$ cat config.mk
export PLATFORM = sky130hd
export DESIGN_NAME = ssd1309_spi_sink
export DESIGN_NICKNAME = d
export VERILOG_FILES = /design/src/rtl/ssd1309_spi_sink.sv
export SDC_FILE = /design/constraint.sdc
export NUM_CORES = 1
export LEC_CHECK = 0
export CORE_MARGIN = 2
export CORE_UTILIZATION = 53
export CTS_BUF_LIST = sky130_fd_sc_hd__clkbuf_2 sky130_fd_sc_hd__clkbuf_4 sky130_fd_sc_hd__clkbuf_8
export DETAILED_ROUTE_END_ITERATION = 6
export PLACE_DENSITY = 0.75
export SLEW_MARGIN = 20
export SYNTH_ARGS = -nofsm -noshare
export SYNTH_HDL_FRONTEND = slang
export SYNTH_SLANG_ARGS = --single-unit
$ cat constraint.sdc
create_clock -name clk -period 5.7 [get_ports clk]
set_input_delay 1.14 -clock clk [delete_from_list [all_inputs] [get_ports clk]]
set_output_delay 1.14 -clock clk [all_outputs]
set_load 0.1 [all_outputs]
$ cat src/rtl/ssd1309_spi_sink.sv
// SSD1309 4-wire SPI display-end receiver: oversamples the link, decodes commands and
// writes data bytes into a page/column framebuffer with horizontal addressing.
module ssd1309_spi_sink #(
    parameter int unsigned SYNC_STAGES = 2,
    parameter int unsigned COLS        = 128,
    parameter int unsigned PAGES       = 8,
    localparam int unsigned CW         = $clog2(COLS),
    localparam int unsigned PW         = $clog2(PAGES)
) (
    input  logic                 clk,
    input  logic                 rst,
    input  logic                 oled_rst,
    input  logic                 spi_cs,
    input  logic                 spi_dc,
    input  logic                 spi_sclk,
    input  logic                 spi_mosi,
    output logic                 fb_we,
    output logic [PW+CW-1:0]     fb_addr,
    output logic [7:0]           fb_wdata,
    output logic                 display_on,
    output logic [7:0]           contrast,
    output logic                 frame_done,
    output logic                 cmd_err
);

    typedef enum logic [1:0] {StIdle, StArg1, StArg2} state_t;

    // Sync vector bit order: {oled_rst, dc, mosi, cs, sclk}; idle levels keep cs/oled_rst high.
    localparam logic [4:0] SyncIdle = 5'b10010;

    logic [SYNC_STAGES-1:0][4:0] sync;
    logic [4:0] synced;
    logic       sclk_prev, cs_prev;

    always_ff @(posedge clk or posedge rst) begin
        if (rst) begin
            sync      <= {SYNC_STAGES{SyncIdle}};
            sclk_prev <= 1'b0;
            cs_prev   <= 1'b1;
        end else begin
            sync      <= {sync[SYNC_STAGES-2:0], {oled_rst, spi_dc, spi_mosi, spi_cs, spi_sclk}};
            sclk_prev <= synced[0];
            cs_prev   <= synced[1];
        end
    end

    logic       s_sclk, s_cs, s_mosi, s_dc, s_oled_rst;
    logic       sclk_rise, cs_rise, byte_done, soft_rst;
    logic [2:0] bit_cnt;
    logic [6:0] shift_reg;
    logic [7:0] rx_byte;

    always_comb begin
        synced     = sync[SYNC_STAGES-1];
        s_sclk     = synced[0];
        s_cs       = synced[1];
        s_mosi     = synced[2];
        s_dc       = synced[3];
        s_oled_rst = synced[4];
        sclk_rise  = s_sclk & ~sclk_prev & ~s_cs;
        cs_rise    = s_cs & ~cs_prev;
        byte_done  = sclk_rise && (bit_cnt == 3'd7);
        rx_byte    = {shift_reg, s_mosi};
        soft_rst   = ~s_oled_rst;
    end

    state_t        state;
    logic [7:0]    opcode;
    logic [CW-1:0] col_start, col_end, col_ptr;
    logic [PW-1:0] page_start, page_end, page_ptr;

    always_ff @(posedge clk or posedge rst) begin
        if (rst) begin
            fb_we      <= 1'b0;
            fb_addr    <= '0;
            fb_wdata   <= 8'h00;
            display_on <= 1'b0;
            contrast   <= 8'h7F;
            frame_done <= 1'b0;
            cmd_err    <= 1'b0;
            state      <= StIdle;
            opcode     <= 8'h00;
            bit_cnt    <= 3'd0;
            shift_reg  <= 7'd0;
            col_start  <= '0;
            col_end    <= CW'(COLS - 1);
            col_ptr    <= '0;
            page_start <= '0;
            page_end   <= PW'(PAGES - 1);
            page_ptr   <= '0;
        end else if (soft_rst) begin
            fb_we      <= 1'b0;
            fb_addr    <= '0;
            fb_wdata   <= 8'h00;
            display_on <= 1'b0;
            contrast   <= 8'h7F;
            frame_done <= 1'b0;
            cmd_err    <= 1'b0;
            state      <= StIdle;
            opcode     <= 8'h00;
            bit_cnt    <= 3'd0;
            shift_reg  <= 7'd0;
            col_start  <= '0;
            col_end    <= CW'(COLS - 1);
            col_ptr    <= '0;
            page_start <= '0;
            page_end   <= PW'(PAGES - 1);
            page_ptr   <= '0;
        end else begin
            fb_we      <= 1'b0;
            frame_done <= 1'b0;

            if (sclk_rise) begin
                shift_reg <= rx_byte[6:0];
                bit_cnt   <= bit_cnt + 3'd1;
            end else if (cs_rise && bit_cnt != 3'd0) begin
                bit_cnt <= 3'd0;
                cmd_err <= 1'b1;
            end

            if (byte_done && s_dc) begin
                state    <= StIdle;
                fb_we    <= 1'b1;
                fb_addr  <= {page_ptr, col_ptr};
                fb_wdata <= rx_byte;
                if (col_ptr == col_end) begin
                    col_ptr <= col_start;
                    if (page_ptr == page_end) begin
                        page_ptr   <= page_start;
                        frame_done <= 1'b1;
                    end else begin
                        page_ptr <= page_ptr + 1'b1;
                    end
                end else begin
                    col_ptr <= col_ptr + 1'b1;
                end
            end else if (byte_done) begin
                unique case (state)
                    StIdle: begin
                        case (rx_byte)
                            8'hAE: display_on <= 1'b0;
                            8'hAF: display_on <= 1'b1;
                            8'hD5, 8'h20, 8'h81, 8'h21, 8'h22: begin
                                opcode <= rx_byte;
                                state  <= StArg1;
                            end
                            default: cmd_err <= 1'b1;
                        endcase
                    end
                    StArg1: begin
                        state <= StIdle;
                        case (opcode)
                            8'h81: contrast <= rx_byte;
                            8'h20: if (rx_byte != 8'h00) cmd_err <= 1'b1;
                            8'h21: begin
                                col_start <= rx_byte[CW-1:0];
                                state     <= StArg2;
                            end
                            8'h22: begin
                                page_start <= rx_byte[PW-1:0];
                                state      <= StArg2;
                            end
                            // Oscillator setting (0xD5) has no effect on this model.
                            default: ;
                        endcase
                    end
                    StArg2: begin
                        state    <= StIdle;
                        col_ptr  <= col_start;
                        page_ptr <= page_start;
                        if (opcode == 8'h21) begin
                            col_end <= rx_byte[CW-1:0];
                        end else begin
                            page_end <= rx_byte[PW-1:0];
                        end
                    end
                    default: state <= StIdle;
                endcase
            end
        end
    end

endmodule
==> metrics.cfg, run 1 <==
[clock_tree]
htreeDepth = 3
cts_setup_buffers = 0
cts_made_buffers = 9
cts_resized = 0
cts_hold_buf = 0
cts_root_buf = clkbuf_8
clkLatencyLatePin_ps = 360
tritoncts = yes
clock_path_buffers = 2
clk_pin_slew_worst_paths_ps = 90
clock-sinks = 92

[power_and_ir_drop]
total_power_mw = 1.26
peakVddDrop_mv = 0.198
leakage_nw = 1.97
power.density_nw_per_um2 = 257

[timing]
worst_slack_ps = 2530
hold_viol = 0
fin_worst_skew_ps = 3.92
drv_slew = 0
layout_min_cycle_time_ps = 3170
tns_ps = 0
worst_pin_slew_ps = 992
period_share_pct = 55.6
fmax_mhz = 316
holdWs_ps = 356
timing.slew.headroom_pct = 33.6
rsz0062_at_grt = false
setup_viol = 0

[critical_path]
required_ps = 4560
critical_path_class = flip-flop to primary output
end_kind = primary output
critPathBufInv = 1
crit_path_start_kind = flip-flop
cpPeakStageDelay_ps = 1130
critical-path-slowest-cell = clkdlybuf4s50_1
crit_fanout = 2
cp_top_family = buffers and inverters
crit_arrival_ps = 2030
cp_cell_sequence = clkdlybuf4s50_1

[drt]
route.detailed.drc = 0
drtIter0Drc = 198
wire_per_inst_um = 16.4
firstDrtPassIters = 4
totalWireLength_mm = 8.93
drtAntennaViolNets = 0
avgViaCountPerCell = 5.71
vias = 3098

[synth]
synth_warnings = 0
ys_ff_latch = 92
synthesis.nets = 421
ys_types = 52
yosysSeqAreaShare_pct = 55.0
async_flop_share_pct = 100
synth_edf_count = 0
synthesis.area_um2 = 4240
postSynthCellCount = 409
synth_top_area_cell = dfrtp_1
yosys.area.top_type_share_pct = 41.3
syn-mean-instance-area_um2 = 10.4
synth.top_cells.by_area = dfrtp_1 (41%), dfstp_2 (14%), mux2i_1 (8.0%)
synthFlopType = dfrtp_1

[placed_design]
port_buffers = 36
place_area_um2 = 4650
placedCellCount = 527
pre_cts_ws_ps = 2910
dp_hpwl_mm = 5.97
finalWeightedCongestion = 0.810

[final_layout]
final_util_pct = 63.4
fin_nets = 448
antenna_cells = 0
layout_commonest_cell = dfrtp_1
largest_register_ffs = 10
top_register = fb_addr
design_area_um2 = 4900
instances_no_fill = 543
final_cell_mix = dfrtp_1 (70), nand2_1 (60), nor2_1 (44), clkdlybuf4s50_1 (36), mux2i_1 (34)
drive_gt1_share_pct = 14.5
syn_to_final_growth_pct = 15.6

[die]
die_h_um = 93.4
initial_utilization_pct = 54.8
ios = 37
die-area_um2 = 8730
coreArea_um2 = 7730
die_width_um = 93.4
num_rows = 32

[job]
max_cap_viol_count = 0

[global_route]
antenna_found_initial = 0
grt_pass1_wl_mm = 15.2
grt_max_degree = 59
grt_usage_pct = 22.4
grt-ovfl-total = 0
grt_pass1_vias = 3080

[run_status]
outcome = finished, final reports clean

[worst_hold_path]
hp-class = flip-flop to flip-flop

==> where the power goes <==
group	internal (mW)	total (mW)	switching, mW
combinational	0.0183	0.0490	0.0307
clock	0.296	0.527	0.231
sequential	0.668	0.681	0.0134
==> worst paths after layout <==
| kind | cells past startpoint | slack [ps] | end | start |
|---|---|---|---|---|
| max in group asynchronous | 3 | 3380 | synced[1]$_DFF_PP1_ | rst |
| worst max register to register | 7 | 3040 | col_ptr[0]$_DFFE_PP0P_ | bit_cnt[0]$_DFFE_PP0P_ |
| worst min-delay path | 0 | 360 | synced[0]$_DFF_PP0_ | sync[0]$_DFF_PP0_ |
| min in group asynchronous | 2 | 1280 | opcode[2]$_DFFE_PP0P_ | rst |
| worst max-delay path | 1 | 2530 | contrast[1] | contrast[1]$_DFFE_PP1P_ |
| worst min register to register | 0 | 360 | synced[0]$_DFF_PP0_ | sync[0]$_DFF_PP0_ |
==> logic make-up after synthesis <==
logic type	count (synthesis)	share of synthesized area, %
AOI/OAI and AO/OA	63	9.39
DFF	92	55.0
muxes	40	9.63
adders and majority gates	5	1.48
buffers and inverters	39	3.66
and+or+nand+nor	160	18.8
xor gates and xnor gates	10	2.07
==> Yosys cell counts (3+ instances only) <==
master,n
a21oi_1,23
a31o_2,3
a31oi_1,8
clkbuf_1,19
dfrtp_1,70
dfstp_2,22
ha_1,5
inv_1,16
mux2_2,6
mux2i_1,34
nand2_1,60
nand2b_1,5
nand3_1,11
nor2_1,45
nor2b_1,4
nor3_1,7
nor4_1,7
o21ai_0,9
o22ai_1,4
or3_1,3
xnor2_1,3
xor2_1,7
==> metal layers <==
metal	wire length [um]	GRT usage (%)	vias to the layer above	part of all wire, %
li1	-	-	1458	-
met1	4060	29.4	1539	45
met2	4320	36.6	85	48
met3	394	5.40	16	4.4
met4	156	7.72	0	1.7
met5	0	0	-	0
==> area by class of cell <==
type	instances	area (um^2)
Fill cell	617	2830
Sequential cell	92	2330
Multi-Input combinational cell	278	1760
Timing Repair Buffer	39	383
Clock buffer	10	131
Tap cell	102	128
Clock inverter	6	113
Inverter	16	61.3
(Power assumes the default switching activity.)
==> run 2: changes to the inputs <==
--- a/config.mk
+++ b/config.mk
@@ -9,7 +9,7 @@
 export CORE_UTILIZATION = 53
 export CTS_BUF_LIST = sky130_fd_sc_hd__clkbuf_2 sky130_fd_sc_hd__clkbuf_4 sky130_fd_sc_hd__clkbuf_8
 export DETAILED_ROUTE_END_ITERATION = 6
-export PLACE_DENSITY = 0.75
+export PLACE_DENSITY = 0.78
 export SLEW_MARGIN = 20
 export SYNTH_ARGS = -nofsm -noshare
 export SYNTH_HDL_FRONTEND = slang
==> constraint.sdc (replaced) <==
create_clock -name clk -period 2.86 [get_ports clk]
set_input_delay 0.572 -clock clk [delete_from_list [all_inputs] [get_ports clk]]
set_output_delay 0.572 -clock clk [all_outputs]
set_load 0.1 [all_outputs]
==> metrics.cfg, run 2 (same netlist as run 1, synthesis figures left out) <==
[power_and_ir_drop]
power.density_nw_per_um2 = 481
netSwitchingPower_uw = 594
intPower_mw = 1.73
leakage_nw = 2.02
peakVddDrop_mv = 0.293
share_comb_of_total_power_pct = 4.6
p_sw_share_pct = 25.6
p_clk_share_pct = 37.1
share_seq_of_total_power_pct = 58.2

[critical_path]
crit_arrival_ps = 2650
critPathBufInv = 0
cp_cell_sequence = ha_1 > ha_1 > nand4bb_4 > or3_1 > nor3_4 > mux2i_1 > nor2_1
cpPeakStageDelay_ps = 530
cp_top_family = simple AND/OR/NAND/NOR gates
critical_path_class = flip-flop to flip-flop
required_ps = 3110
cp_common_cell = ha_1
end_kind = flip-flop
crit_fanout = 8
critical-path-slowest-cell = or3_1
crit_path_start_kind = flip-flop

[timing]
fin_worst_skew_ps = 16.2
worst_pin_slew_ps = 855
period_share_pct = 84.0
hold_viol = 0
tns_ps = 0
setup_viol = 0
drv_slew = 0
timing.slew.headroom_pct = 42.9
rsz0062_at_grt = false
fmax_mhz = 416
layout_min_cycle_time_ps = 2400

[placed_design]
dp_hpwl_mm = 6.05
port_buffers = 36
finalWeightedCongestion = 0.820

[final_layout]
antenna_cells = 0
top_register = fb_addr
final_cell_mix = dfrtp_1 (70), nand2_1 (60), nor2_1 (45), buf_4 (37), mux2i_1 (34)
final_util_pct = 62.4
multi_input_area_um2 = 1750
fillers = 650
drive_gt1_share_pct = 22.0
fin_nets = 453
seq_area_um2 = 2330
syn_to_final_growth_pct = 13.8
largest_register_ffs = 10
layout_commonest_cell = dfrtp_1

[clock_tree]
clk_pin_slew_worst_paths_ps = 100
htreeDepth = 3
clock_path_buffers = 2
cts_made_buffers = 9
cts_setup_buffers = 0
clock-sinks = 92
tritoncts = yes
clkLatencyLatePin_ps = 380
cts_root_buf = clkbuf_8
cts_hold_buf = 0
cts_resized = 0

[die]
die-area_um2 = 8730
num_rows = 32
ios = 37
die_h_um = 93.4
coreArea_um2 = 7730
die_width_um = 93.4
initial_utilization_pct = 54.8

[global_route]
grt-ovfl-total = 0
grt_pass1_wl_mm = 15.3
grt_usage_pct = 22.6
grt_max_degree = 93
grt_pass1_vias = 3121
antenna_found_initial = 0

[drt]
wire_per_inst_um = 16.6
drtAntennaViolNets = 0
totalWireLength_mm = 9.09
avgViaCountPerCell = 5.72
drtIter0Drc = 193
vias = 3133
route.detailed.drc = 0
firstDrtPassIters = 4

[run_status]
outcome = finished, final reports clean

[job]
max_cap_viol_count = 0

[worst_hold_path]
hp-class = flip-flop to flip-flop

==> run 2: cell count changes in the layout (fill, tap and decap cells not counted), sizes merged <==
cell	before	now
buf	3	38
clkdlybuf4s50	36	6
bufinv	3	0
inv	15	18
==> run 2: through the flow <==
step,std cells,setup WS (ps),hold slack (ps),total power [mW],instance area (um^2)
5_1_grt,548,285,364,2.40,4820
2_1_floorplan,409,728,331,1.45,4240
6_report,548,457,356,2.32,4820
3_3_place_gp,532,518,334,1.48,4630
4_1_cts,548,451,361,2.34,4820
3_5_place_dp,532,445,340,1.48,4630
==> run 2: worst reg2reg max path: cells and delay by family, from the launching register on <==
| family | cells | cell delay, ps |
|---|---|---|
| adder cells (fa/ha/maj) | 2 | 360 |
| AND/OR/NAND/NOR | 4 | 1270 |
| flip-flops | 1 | 400 |
| multiplexers | 1 | 240 |
==> run 2: worst paths after layout <==
path,startpoint,end,slack (ps),cells after the start
min in group asynchronous,rst,fb_addr[7]$_DFFE_PP0N_,670,3
hold reg to reg,sync[3]$_DFF_PP0_,synced[3]$_DFF_PP0_,360,0
hold / removal,sync[3]$_DFF_PP0_,synced[3]$_DFF_PP0_,360,0
setup / recovery,bit_cnt[0]$_DFFE_PP0P_,contrast[7]$_DFFE_PP0P_,460,7
max in group asynchronous,rst,col_end[6]$_DFFE_PP1P_,1810,3
setup reg to reg,bit_cnt[0]$_DFFE_PP0P_,contrast[7]$_DFFE_PP0P_,460,7
==> run 2: cell type report <==
type / instances / area share [%]
tap: 102 / 2.65
sequential: 92 / 48.3
clock inverter: 6 / 1.14
inverter: 16 / 1.32
multi-input combinational: 278 / 36.3
timing repair buffer: 44 / 7.42
clock buffer: 10 / 2.85
==> run 2: power groups by stage <==
stage	logic, mW	clock network (mW)	registers (mW)
2_1_floorplan	0.0780	0	1.37
3_3_place_gp	0.106	0	1.38
3_5_place_dp	0.108	0	1.38
4_1_cts	0.109	0.877	1.35
5_1_grt	0.120	0.921	1.35
6_report	0.108	0.861	1.35
==> run 2: layer usage <==
layer  part of all wire, %  up-vias  track usage, %  routed length (um)
li1                      -     1475               -                   -
met1                    45     1541            30.0                4090
met2                    48       99            36.0                4330
met3                   4.9       18            4.03                 450
met4                   2.5        0            11.2                 224
met5                     0        -               0                   0
==> run 3: changes to the inputs <==
==> constraint.sdc (replaced) <==
create_clock -name clk -period 2 [get_ports clk]
set_input_delay 0.4 -clock clk [delete_from_list [all_inputs] [get_ports clk]]
set_output_delay 0.4 -clock clk [all_outputs]
set_load 0.1 [all_outputs]
==> metrics.cfg, run 3 (same netlist as run 1, synthesis figures left out) <==
[placed_design]
placedCellCount = 563
dp_hpwl_mm = 6.41
pre_cts_ws_ps = -134
port_buffers = 36
finalWeightedCongestion = 0.884

[timing]
period_share_pct = 102
rsz0062_at_grt = true
layout_min_cycle_time_ps = 2030
hold_viol = 0
fmax_mhz = 492
fin_worst_skew_ps = 17.2
drv_slew = 0
timing.slew.headroom_pct = 62.5
holdWs_ps = 356
worst_pin_slew_ps = 561
setup_viol = 5
worst_slack_ps = -33.0

[final_layout]
syn_to_final_growth_pct = 24.6
top_register = fb_addr
largest_register_ffs = 10
fillers = 575
instances_no_fill = 581
final_util_pct = 68.3
layout_commonest_cell = dfrtp_1
final_cell_mix = dfrtp_1 (70), nand2_1 (59), buf_4 (58), nor2_1 (44), mux2i_1 (32)
fin_nets = 486
antenna_cells = 0
drive_gt1_share_pct = 30.5

[critical_path]
crit_fanout = 5
crit_arrival_ps = 2260
reg2reg_to = page_start[1]$_DFFE_PP0P_
critPathLaunch = bit_cnt[0]$_DFFE_PP0P_
crit_path_start_kind = flip-flop
r2r_setup_slack_ps = -30
r2r-start = bit_cnt[0]$_DFFE_PP0P_
required_ps = 2220
critical_path_class = flip-flop to flip-flop
ff2ff_path_depth = 8
end_kind = flip-flop

[clock_tree]
clkLatencyLatePin_ps = 360
clk_pin_slew_worst_paths_ps = 90
cts_root_buf = clkbuf_8
cts_hold_buf = 0
cts_made_buffers = 9
clock_path_buffers = 2
htreeDepth = 3
tritoncts = yes
clock-sinks = 92

[die]
ios = 37
die_width_um = 93.4
num_rows = 32
initial_utilization_pct = 54.8
die-area_um2 = 8730
die_h_um = 93.4
coreArea_um2 = 7730

[global_route]
grt.busiest_layer = met2
grt_usage_pct = 23.7
grt_use_met3_pct = 4.51
grt_pass1_wl_mm = 16.0
grt_max_degree = 93
grtUsageMet1_pct = 32.3
grt.met2_usage_pct = 36.8
grt-ovfl-total = 0
antenna_found_initial = 0
grt_pass1_vias = 3260

[worst_hold_path]
whs_path_depth = 0
holdCritStartpoint = sync[0]$_DFF_PP0_
hold_end = synced[0]$_DFF_PP0_
hp-class = flip-flop to flip-flop

[power_and_ir_drop]
power.density_nw_per_um2 = 617
peakVddDrop_mv = 0.448
leakage_nw = 2.25
total_power_mw = 3.26

[drt]
firstDrtPassIters = 7
vias = 3285
drtIter0Drc = 177
totalWireLength_mm = 9.57
route.detailed.drc = 0
avgViaCountPerCell = 5.65
wire_per_inst_um = 16.5
drtAntennaViolNets = 0

[run_status]
failed_checks = negative setup slack
outcome = complete, but fails checks

[job]
max_cap_viol_count = 0

==> run 3: cell types whose count changed in the layout (fill, tap and decap cells not counted), moves of 4 or more <==
cell     change
buf_12       +8
buf_4       +21
buf_6        +4
o21ai_0      -5
o21ai_1      +4
==> run 3: final cells by class <==
class / count / area, um^2 / area share, %
Sequential cell: 92 / 2330 / 44.1
Tap cell: 102 / 128 / 2.42
Clock buffer: 10 / 131 / 2.49
Inverter: 16 / 63.8 / 1.21
Clock inverter: 6 / 46.3 / 0.877
Multi-Input combinational cell: 278 / 1860 / 35.2
Timing Repair Buffer: 77 / 721 / 13.6
==> run 3: through the flow <==
step | cell area, um^2 | TNS (ps)
finish | 5280 | -83.9
global route | 5280 | -1780
CTS | 5210 | -126
detailed placement | 4990 | -1490
global placement | 4990 | -327
floorplan | 4270 | -830
==> run 3: worst max path at each step <==
| stage | endpoint | slack (ps) | cells past startpoint |
|---|---|---|---|
| 2_1_floorplan | contrast[7]$_DFFE_PP0P_ | -90 | 8 |
| 3_3_place_gp | display_on$_DFFE_PP0P_ | -70 | 7 |
| 3_5_place_dp | page_start[1]$_DFFE_PP0P_ | -130 | 8 |
| 4_1_cts | page_start[1]$_DFFE_PP0P_ | -30 | 8 |
| 5_1_grt | page_start[1]$_DFFE_PP0P_ | -150 | 8 |
| 6_report | page_start[1]$_DFFE_PP0P_ | -30 | 8 |
==> run 3: repair_timing <==
action                                  4_1_cts  5_1_grt
pin swaps                                     1        4
setup buffers                                 1        1
hold endpoints to repair                      0        0
endpoints found under the setup margin       25       31
resized for setup                             8       18
==> run 3: routing by layer <==
metal,part of all wire (%),vias up
met5,0,-
met4,3.7,0
met3,4.4,25
met2,49,94
met1,43,1629
li1,-,1537
==> run 3: worst max-delay path, stage by stage (launching register included) <==
cell and delay (ps):
dfrtp_1 370, ha_2 200, ha_4 140, nand4bb_4 110, or3_4 400, buf_6 140
nor4_4 240, mux2i_1 240, nor2_1 60
==> run 3: power breakdown <==
group | switching [mW] | leakage (nW) | internal, mW
sequential | 0.0216 | 1.19 | 1.90
clock | 0.679 | 0.0871 | 0.477
combinational | 0.110 | 0.967 | 0.0661
total | 0.810 | 2.25 | 2.45
